### config.mk
export PLATFORM = sky130hd
export DESIGN_NAME = midi_parser
export DESIGN_NICKNAME = d
export VERILOG_FILES = /design/src/rtl/midi_parser_pkg.sv /design/src/rtl/midi_parser.sv
export SDC_FILE = /design/constraint.sdc
export NUM_CORES = 1
export LEC_CHECK = 0
export ABC_AREA = 1
export CAP_MARGIN = 20
export CORE_MARGIN = 4
export CORE_UTILIZATION = 50
export CTS_BUF_LIST = sky130_fd_sc_hd__clkbuf_4
export CTS_CLUSTER_DIAMETER = 80
export DETAILED_ROUTE_END_ITERATION = 8
export PLACE_DENSITY_LB_ADDON = 0.1
export SYNTH_ARGS = -nofsm -noshare
export SYNTH_HDL_FRONTEND = slang
export SYNTH_SLANG_ARGS = --single-unit
### constraint.sdc
create_clock -name clk -period 4.8 [get_ports clk]
set_input_delay 0.96 -clock clk [delete_from_list [all_inputs] [get_ports clk]]
set_output_delay 0.96 -clock clk [all_outputs]
set_load 0.01 [all_outputs]
### src/rtl/midi_parser_pkg.sv
// midi_parser_pkg: shared MIDI constants, parser state encoding and message-length helper.
`default_nettype none

package midi_parser_pkg;

    localparam logic [3:0] NOTE_OFF = 4'h8;
    localparam logic [3:0] NOTE_ON  = 4'h9;
    localparam logic [3:0] POLY_AT  = 4'hA;
    localparam logic [3:0] CC       = 4'hB;
    localparam logic [3:0] PROG     = 4'hC;
    localparam logic [3:0] CHAN_AT  = 4'hD;
    localparam logic [3:0] PITCH    = 4'hE;

    localparam logic [6:0] CC_ALL_NOTES_OFF = 7'd123;
    localparam logic [7:0] RT_THRESHOLD     = 8'hF8;

    typedef enum logic [1:0] {
        IDLE    = 2'd0,
        WAIT_D1 = 2'd1,
        WAIT_D2 = 2'd2
    } state_e;

    // Program change and channel pressure carry a single data byte.
    function automatic logic is_one_byte_msg(input logic [3:0] nibble);
        return (nibble == PROG) || (nibble == CHAN_AT);
    endfunction

endpackage

`default_nettype wire

### src/rtl/midi_parser.sv
// midi_parser: MIDI byte stream to monophonic 16-bit note word, last-note priority,
// running status and realtime-byte transparency.
`default_nettype none

module midi_parser
    import midi_parser_pkg::*;
#(
    parameter int unsigned CHANNEL = 0
) (
    input  logic        clk,
    input  logic        rst,
    input  logic [7:0]  i_byte,
    input  logic        i_byte_valid,
    output logic [15:0] o_data,
    output logic        o_strobe
);

    localparam logic [3:0] C_CHAN = 4'(CHANNEL);

    state_e      state_q;
    logic [3:0]  status_q;
    logic [3:0]  chan_q;
    logic [6:0]  d1_q;
    logic [15:0] data_q;
    logic        strobe_q;

    logic        byte_is_rt;
    logic        byte_is_sys;
    logic        byte_is_status;
    logic        byte_is_data;
    logic        msg_done;
    logic [6:0]  msg_d1;
    logic [6:0]  msg_d2;
    logic [15:0] data_d;
    logic        strobe_d;

    always_comb begin
        byte_is_rt     = (i_byte >= RT_THRESHOLD);
        byte_is_sys    = (i_byte[7:4] == 4'hF) && !byte_is_rt;
        byte_is_status = i_byte[7] && (i_byte[7:4] != 4'hF);
        byte_is_data   = !i_byte[7];
    end

    // A message completes on the data byte that satisfies the running-status length.
    always_comb begin
        msg_done = i_byte_valid && byte_is_data &&
                   ((state_q == WAIT_D2) ||
                    ((state_q == WAIT_D1) && is_one_byte_msg(status_q)));
        msg_d1   = (state_q == WAIT_D2) ? d1_q : i_byte[6:0];
        msg_d2   = (state_q == WAIT_D2) ? i_byte[6:0] : 7'd0;
    end

    always_comb begin
        data_d   = data_q;
        strobe_d = 1'b0;
        if (msg_done && (chan_q == C_CHAN)) begin
            case (status_q)
                NOTE_ON: begin
                    if (msg_d2 != 7'd0) begin
                        data_d   = {1'b0, msg_d1, 1'b0, msg_d2};
                        strobe_d = 1'b1;
                    end else if ((data_q != 16'h0000) && (data_q[14:8] == msg_d1)) begin
                        data_d   = 16'h0000;
                        strobe_d = 1'b1;
                    end
                end
                NOTE_OFF: begin
                    if ((data_q != 16'h0000) && (data_q[14:8] == msg_d1)) begin
                        data_d   = 16'h0000;
                        strobe_d = 1'b1;
                    end
                end
                CC: begin
                    if (msg_d1 == CC_ALL_NOTES_OFF) begin
                        data_d   = 16'h0000;
                        strobe_d = 1'b1;
                    end
                end
                default: ;
            endcase
        end
    end

    always_ff @(posedge clk or posedge rst) begin
        if (rst) begin
            state_q  <= IDLE;
            status_q <= 4'h0;
            chan_q   <= 4'h0;
            d1_q     <= 7'd0;
            data_q   <= 16'h0000;
            strobe_q <= 1'b0;
        end else begin
            strobe_q <= strobe_d;
            data_q   <= data_d;
            if (i_byte_valid) begin
                if (byte_is_status) begin
                    status_q <= i_byte[7:4];
                    chan_q   <= i_byte[3:0];
                    state_q  <= WAIT_D1;
                end else if (byte_is_sys) begin
                    status_q <= 4'h0;
                    chan_q   <= 4'h0;
                    state_q  <= IDLE;
                end else if (byte_is_data) begin
                    case (state_q)
                        WAIT_D1: begin
                            d1_q <= i_byte[6:0];
                            if (!is_one_byte_msg(status_q)) begin
                                state_q <= WAIT_D2;
                            end
                        end
                        WAIT_D2: state_q <= WAIT_D1;
                        default: state_q <= IDLE;
                    endcase
                end
            end
        end
    end

    assign o_data   = data_q;
    assign o_strobe = strobe_q;

endmodule

`default_nettype wire

* Yosys cells after proc, flatten, opt, wreduce, memory -nomap -nowiden
Cells that the tools add are included.
** Word-level totals
- Bits in registers :: 34
- Input port bits :: 11
- Output and inout port bits :: 17
- Logic and storage cells :: 63
** Cells by class
- Magnitude comparators :: 1
- Equal/unequal tests :: 14
- Muxes and demuxes :: 19
- Bitwise operators :: 3
- Reduce and logical (&&, ||, !) cells :: 20
** Operators with widths (count)
- two-way mux 16 bit :: 3
- case mux 16 bit (3 select lines) :: 1
- equality test 4 bit, second input constant :: 6
- nonzero test 16 bit :: 1
- two-way mux 7 bit :: 2
- two-way mux 4 bit :: 3
- greater-or-equal comparator 8 bit, second input constant :: 1
- two-way mux 2 bit :: 4
- != test 4 bit, second input constant :: 2
- equality test 7 bit :: 1
- equality test 7 bit, second input constant :: 1
- logical AND 1 bit :: 7
- nonzero test 7 bit :: 1
- AND reduction 3 bit :: 2
- AND reduction 5 bit :: 1
- logical NOT 4 bit :: 1
- two-way mux 1 bit :: 4
- case mux 2 bit (2 select lines) :: 1
- != test 3 x 1 -> 1 bit, second input constant :: 1
- inverter 1 bit :: 3
- case mux 1 bit (3 select lines) :: 1
- nonzero test 3 bit :: 1
- equality test 2 x 1 -> 1 bit, second input constant :: 1
- equality test 2 bit, second input constant :: 1
- other kinds (5) :: 7

* Depth between registers and ports, before layout
Gate-level depths: netlist of run 1.
- Word-level depth :: 8
- Depth in mapped cells :: 14
- Depth with buffers taken out :: 13

* Worst setup path after synthesis of run 1
Ideal clock, no wire load.
- Path type :: input port to flip-flop
- Start point :: in i_byte_valid
- End point :: reg data_q[9], in the netlist o_data[9]
- Library setup time :: 66 ps
- Arrival time :: 1965 ps
- Setup slack :: 2769 ps
- Cell stages on the path :: 8
- Path through :: inv_1 nor2_1 nand3_1 nor3_1 nand2_1 a211oi_2 nand2_1 nand2_2
** On the way
- Cells in the longest elaborated chain, start to end :: 4
** Ends and longest elaborated chain
- start: declaration :: RTL line midi_parser.sv:13 : input logic i_byte_valid,
- logical AND 1 bit (2 in a row) :: RTL line midi_parser.sv:46 : msg_done = i_byte_valid && byte_is_data &&
- logical AND 1 bit :: RTL line midi_parser.sv:56 : if (msg_done && (chan_q == C_CHAN)) begin
- AND reduction 3 bit (no line)
- end signal: assignment :: RTL line midi_parser.sv:94 : data_q <= data_d;
- end: declaration :: RTL line midi_parser.sv:24 : logic [15:0] data_q;
No other way between the ends.
A chain may end at the register's enable or synchronous reset.

* Worst setup path after layout of run 1
- Start point :: in i_byte_valid
- End point :: reg data_q[4], in the netlist o_data[4]
Same word-level chain as after synthesis.

==> key figures, run 1 <==
Logic synthesis
  – Netlist cell types: 20
  – Post-synth top flop: dfrtp_1
  – Synth cell count leaders: 87 x nand2_1, 34 x dfrtp_1, 31 x inv_1
  – Synthesis Warnings: 0
  – Seq cells post-synth: 34
  – Cell count after synthesis: about 260
  – Asr flop ratio synth: 1.000
  – Largest area contributor in the netlist: dfrtp_1
  – Synth top area share: 0.4548
  – EDFF count, synth: 0
  – Net Count, Synth: 270
  – Sequential area share after synthesis: 0.4548
  – Synth Area per Inst: ~7.2 um2
  – Count leader, synth: nand2_1
  – Synth top area cells: dfrtp_1 45%, nand2_1 17%, inv_1 6.2%
  – Mapped cell area: approximately 1900 um2

Placed design
  – Final HPWL DP: 3312 um
  – Port Buffers: 27
  – RePlAce Congestion: roughly 0.92
  – Post-Place Cell Area: 2168 um2

Timing
  – RSZ-0062 raised after global routing: no
  – Setup tns final: 0 ns
  – Worst-Margin Slew: a little over 0.6 ns
  – Final hold viol count: 0
  – Slew margin rel.: 0.5847
  – Fmax: 408.4 MHz
  – Fin. max-slew vios: 0
  – # setup viols final: 0
  – Tcrit/Tclk final: 0.5101
  – Clock period minus worst slack: roughly 2.4 ns
  – Worst Clk Skew: 0.008139 ns

Worst setup path
  – CP Max Fanout: 10
  – CP required: approximately 5 ns
  – Critical R2R Launch: state_q[1]
  – Crit path launch type: input pin
  – Crit end category: flop
  – Worst EP arrival: between 2 and 3 ns
  – CP Launch Point: i_byte_valid
  – WS Path Type: in2reg

Global routing
  – GR Util All Layers: 0.2015
  – Initial antenna violation count: 0
  – Largest net degree at the start of global routing: 35
  – Vias in the first global route: about 1700
  – First-pass GRT wire length: between 7000 and 8000 um
  – GRT overflow: 0

Status
  – Status: finished clean

Power
  – Switching part of the total: 0.3246
  – Sequential Power Share: 0.540
  – Max VDD drop: 0.1882 mV
  – Power per cell area: about 290 nW/um2
  – Psw: 0.2100 mW
  – Internal: between 0.4 and 0.5 mW
  – Leak Pwr: about 1.2 nW
  – Share of power burned in combinational logic: 0.221
  – Clk pwr share: 0.239

Floorplanning
  – Die area: 4784 um2
  – # rows: 21
  – Initial core utilization: 0.5393
  – Top Ports: 28
  – Core area: around 3500 um2
  – Die H: around 70 um
  – Die width: 69.17 um

Clocking
  – Hold buffers post-CTS: 0
  – CTS buffer count: 5
  – Max Buffers Root-to-Sink: 2
  – CTS tree: built
  – Post-CTS setup buffers: 0
  – Clk Tree Root Cell: clkbuf_4
  – Clk slew on worst S/H paths: roughly 0.090 ns
  – Clk sinks: 34
  – Skew-Pair Late Insertion Delay: about 0.34 ns
  – CTS HTree Levels: 2
  – Post-cts resize count: 0

Cells and area
  – Share of layout cells above drive strength 1: 0.08935
  – Post-route cell area: approximately 2200 um2
  – Final Core Density: 0.6407
  – Area grow syn2layout: 18.80%
  – Nets: 301
  – Inserted Diodes: 0

Drt
  – DR iter-0 viols: between 100 and 150
  – Via/cell ratio: roughly 5
  – DRT Pass-1 Iters: 4
  – Met3 WL: approximately 200 um
  – WL final: between 4000 and 5000 um
  – Detailed-route DRC error count: 0
  – DR top layer: met4
  – Routed met2 length: roughly 1900 um
  – DRT antenna net count: 0
  – Post-Route M1 WL: around 2200 um
  – Total number of vias: 1698
  – Avg WL per Cell: 12.95 um

Min path
  – Worst Hold Launch: d1_q[6]
  – Hold Path Class: reg2reg

Flow run
  – Maxcap violations: 0
## final timing paths
kind	end	slack (ns)	depth (start not counted)
min in group asynchronous	chan_q[0]	0.99	3
max in group asynchronous	o_data[0]	3.51	3
min	d1_q[6]	0.50	2
max reg2reg	o_data[7]	2.65	13
max	o_data[4]	2.35	9
min reg2reg	d1_q[6]	0.50	2
## critical path, stage by stage
cell and delay [ns]:
clkdlybuf4s50_1 0.47, inv_1 0.05, nor2_1 0.12, nand3_1 0.09, nor3_1 0.14, nand2_1 0.13, a211oi_2 0.52, nand2_1 0.13
nand2_1 0.11
## cell families (layout without fill, tap and decap cells)
logic type	after synthesis	count (layout)	share of synthesized area
and+or+nand+nor	160	160	0.3739
buffers and inverters	36	68	0.08562
DFF	34	34	0.4549
AOI/OAI and AO/OA	29	29	0.08562
## sequential cells by signal (all words and copies together) (netlist names)
| register | count |
|---|---|
| o_data | 16 |
| d1_q | 7 |
| chan_q | 4 |
| status_q | 4 |
| state_q | 2 |
| o_strobe | 1 |
## routing by layer
| metal | track usage | up-vias |
|---|---|---|
| met1 | 0.3033 | 781 |
| li1 | - | 875 |
| met3 | 0.03779 | 7 |
| met4 | 0.05857 | 0 |
| met2 | 0.2934 | 35 |
| met5 | 0 | - |
## layout by cell type, fill, tap and decap left out, types with 3 or more instances in the layout
cell             synthesis  final
o22ai_1                  4      4
o21ai_0                 20     20
clkdlybuf4s50_1          0     27
nand3_1                 20     20
nand2_1                 87     87
clkbuf_4                 0      6
nor2_1                  30     30
a21oi_1                  3      3
nand2_2                 12     12
inv_1                   31     31
dfrtp_1                 34     34
nand3b_1                 4      4
## stage by stage
stage	std cells	setup slack, ns	hold slack (ns)	total power, mW
2_1_floorplan	259	2.769	0.4534	0.4534
3_3_place_gp	329	2.028	0.4698	0.4946
3_5_place_dp	329	2.017	0.4750	0.4970
4_1_cts	337	2.357	0.4981	0.6491
5_1_grt	337	2.106	0.5565	0.6950
6_report	337	2.351	0.4975	0.6469
## area by class of cell
type | count | area [um2]
clock inverter | 2 | 8.758
clock buffer | 6 | 45.04
sequential | 34 | 850.8
multi-input combinational | 189 | 859.6
inverter | 32 | 122.6
timing repair buffer | 28 | 277.8
fill | 340 | 1246
tap | 46 | 57.56
## power by group through the flow
stage	sequential [mW]	combinational (mW)	clock (mW)
floorplan	0.348	0.105	0
global placement	0.354	0.141	0
detailed placement	0.354	0.143	0
CTS	0.349	0.143	0.157
global route	0.356	0.168	0.171
finish	0.349	0.143	0.155
Power figures use the tool's default switching activity.
==> run 2: changes to the inputs <==
==> constraint.sdc (replaced) <==
create_clock -name clk -period 2.5 [get_ports clk]
set_input_delay 0.5 -clock clk [delete_from_list [all_inputs] [get_ports clk]]
set_output_delay 0.5 -clock clk [all_outputs]
set_load 0.01 [all_outputs]
==> run 2 against run 1 <==
Compared with the run above:
- register-to-register slack lost 2.2 ns
- clock skew grew 0.00064 ns
- critical path type is now reg2reg
- critical endpoint is now o_data[15]
- sequential cell count is the same
- first-iteration DRC count shrank 4.9%
- clock power grew 74%
==> key figures, run 2 (same netlist as run 1, synthesis figures left out) <==
Power
  – Power per cell area: between 500 and 600 nW/um2
  – Tot Pwr: between 1 and 1.5 mW
  – Max VDD drop: about 0.36 mV
  – Leak Pwr: 1.176 nW

Placed design
  – RePlAce Congestion: ~0.87
  – Cell count after placement: roughly 330
  – Post-Place Cell Area: 2183 um2
  – Final HPWL DP: 3326 um
  – Port Buffers: 27

Worst setup path
  – WS Path Type: reg2reg
  – Crit path launch type: flop
  – Worst Reg-to-Reg Cells: 13
  – R2R setup slack: ~0.50 ns
  – Worst setup endpoint: o_data[15]
  – R2R Path End: o_data[15]
  – CP required: around 2.7 ns
  – Critical R2R Launch: state_q[1]
  – Crit end category: flop
  – Worst EP arrival: 2.23 ns
  – CP Launch Point: state_q[1]
  – CP Max Fanout: 18

Timing
  – # setup viols final: 0
  – Tcrit/Tclk final: 0.8009
  – Final hold viol count: 0
  – Fin. max-slew vios: 0
  – Worst Clk Skew: 0.008784 ns
  – Slew margin rel.: 0.7148
  – Setup tns final: 0 ns
  – RSZ-0062 raised after global routing: no
  – Worst-Margin Slew: 0.4234 ns
  – Clock period minus worst slack: between 2 and 2.5 ns
  – Fmax: ~500 MHz

Floorplanning
  – Die H: 69.17 um
  – Top Ports: 28
  – Initial core utilization: 0.5393
  – # rows: 21
  – Die area: about 4800 um2
  – Core area: between 3000 and 4000 um2
  – Die width: 69.17 um

Clocking
  – Skew-Pair Late Insertion Delay: between 0.3 and 0.4 ns
  – Clk Tree Root Cell: clkbuf_4
  – Clk slew on worst S/H paths: approximately 0.1 ns
  – Post-CTS setup buffers: 0
  – CTS tree: built
  – Clk sinks: 34
  – CTS HTree Levels: 2
  – Post-cts resize count: 0
  – Max Buffers Root-to-Sink: 2
  – CTS buffer count: 5
  – Hold buffers post-CTS: 0

Drt
  – Detailed-route DRC error count: 0
  – Total number of vias: ~1800
  – DR iter-0 viols: 137
  – WL final: ~4500 um
  – DRT Pass-1 Iters: 4
  – Via/cell ratio: between 5 and 6
  – Avg WL per Cell: roughly 13 um
  – DRT antenna net count: 0

Global routing
  – Largest net degree at the start of global routing: 35
  – GR Util All Layers: 0.2096
  – First-pass GRT wire length: 8100 um
  – Initial antenna violation count: 0
  – Vias in the first global route: approximately 1800
  – GRT overflow: 0

Cells and area
  – Area grow syn2layout: 18.93%
  – Nets: 303
  – Share of layout cells above drive strength 1: 0.08935
  – Commonest cells after routing, fill and taps aside: 87 x nand2_1, 34 x dfrtp_1, 31 x inv_1, 30 x nor2_1, 27 x clkdlybuf4s50_1
  – Non-filler cells, final: 337
  – Post-route cell area: around 2200 um2
  – Commonest non-fill, non-tap cell in the layout: nand2_1
  – Inserted Diodes: 0
  – Max reg flops: 16

Flow run
  – Maxcap violations: 0

Status
  – Status: finished clean

Min path
  – Hold Path Class: reg2reg
## run 2: where the power goes
| group | switching [mW] | leakage [nW] | internal (mW) | total (mW) |
|---|---|---|---|---|
| Clock | 0.174 | 0.0246 | 0.0960 | 0.270 |
| Sequential | 0.0506 | 0.438 | 0.617 | 0.667 |
| Combinational | 0.175 | 0.713 | 0.109 | 0.284 |
## run 2: worst max-delay path: stages, from the launching register on
cell	delay, ns
dfrtp_1	0.42
buf_4	0.19
nand2_4	0.18
nand2_1	0.10
nand2_1	0.12
nand2_1	0.06
nand2_1	0.07
nand2_1	0.05
nor2_1	0.09
nand2_1	0.07
nand2_1	0.07
nand2_2	0.23
inv_1	0.18
nor2_1	0.05
## run 2: routing by layer
layer	vias to the layer above	part of all wire	GRT usage
met5	-	0	0
met3	11	0.056	0.05233
met2	49	0.47	0.3273
met1	824	0.45	0.2787
met4	0	0.021	0.08243
li1	876	-	-
## run 2: worst min path at each step
stage | start | end | cells past startpoint
after floorplan | d1_q[6] | d1_q[6] | 2
after global placement | d1_q[6] | d1_q[6] | 2
after detailed placement | d1_q[1] | d1_q[1] | 2
after CTS | d1_q[1] | d1_q[1] | 2
after global routing | d1_q[1] | d1_q[1] | 2
final | d1_q[1] | d1_q[1] | 2
## run 2: per-stage QoR
stage	setup slack, ns	util	hold WS (ns)
after floorplan	0.8740	-	0.4534
after global placement	0.2367	0.6295	0.4727
after detailed placement	0.1851	0.6295	0.4810
after CTS	0.5104	0.6414	0.5072
after global routing	0.2593	0.6414	0.5340
final	0.4978	0.6414	0.5067
## run 2: cell type report
| type | count | area [um2] |
|---|---|---|
| Clock buffer | 5 | 37.54 |
| Inverter | 32 | 122.6 |
| Tap cell | 46 | 57.56 |
| Multi-Input combinational cell | 189 | 859.6 |
| Timing Repair Buffer | 30 | 292.8 |
| Fill cell | 330 | 1244 |
| Clock inverter | 1 | 3.754 |
| Sequential cell | 34 | 850.8 |
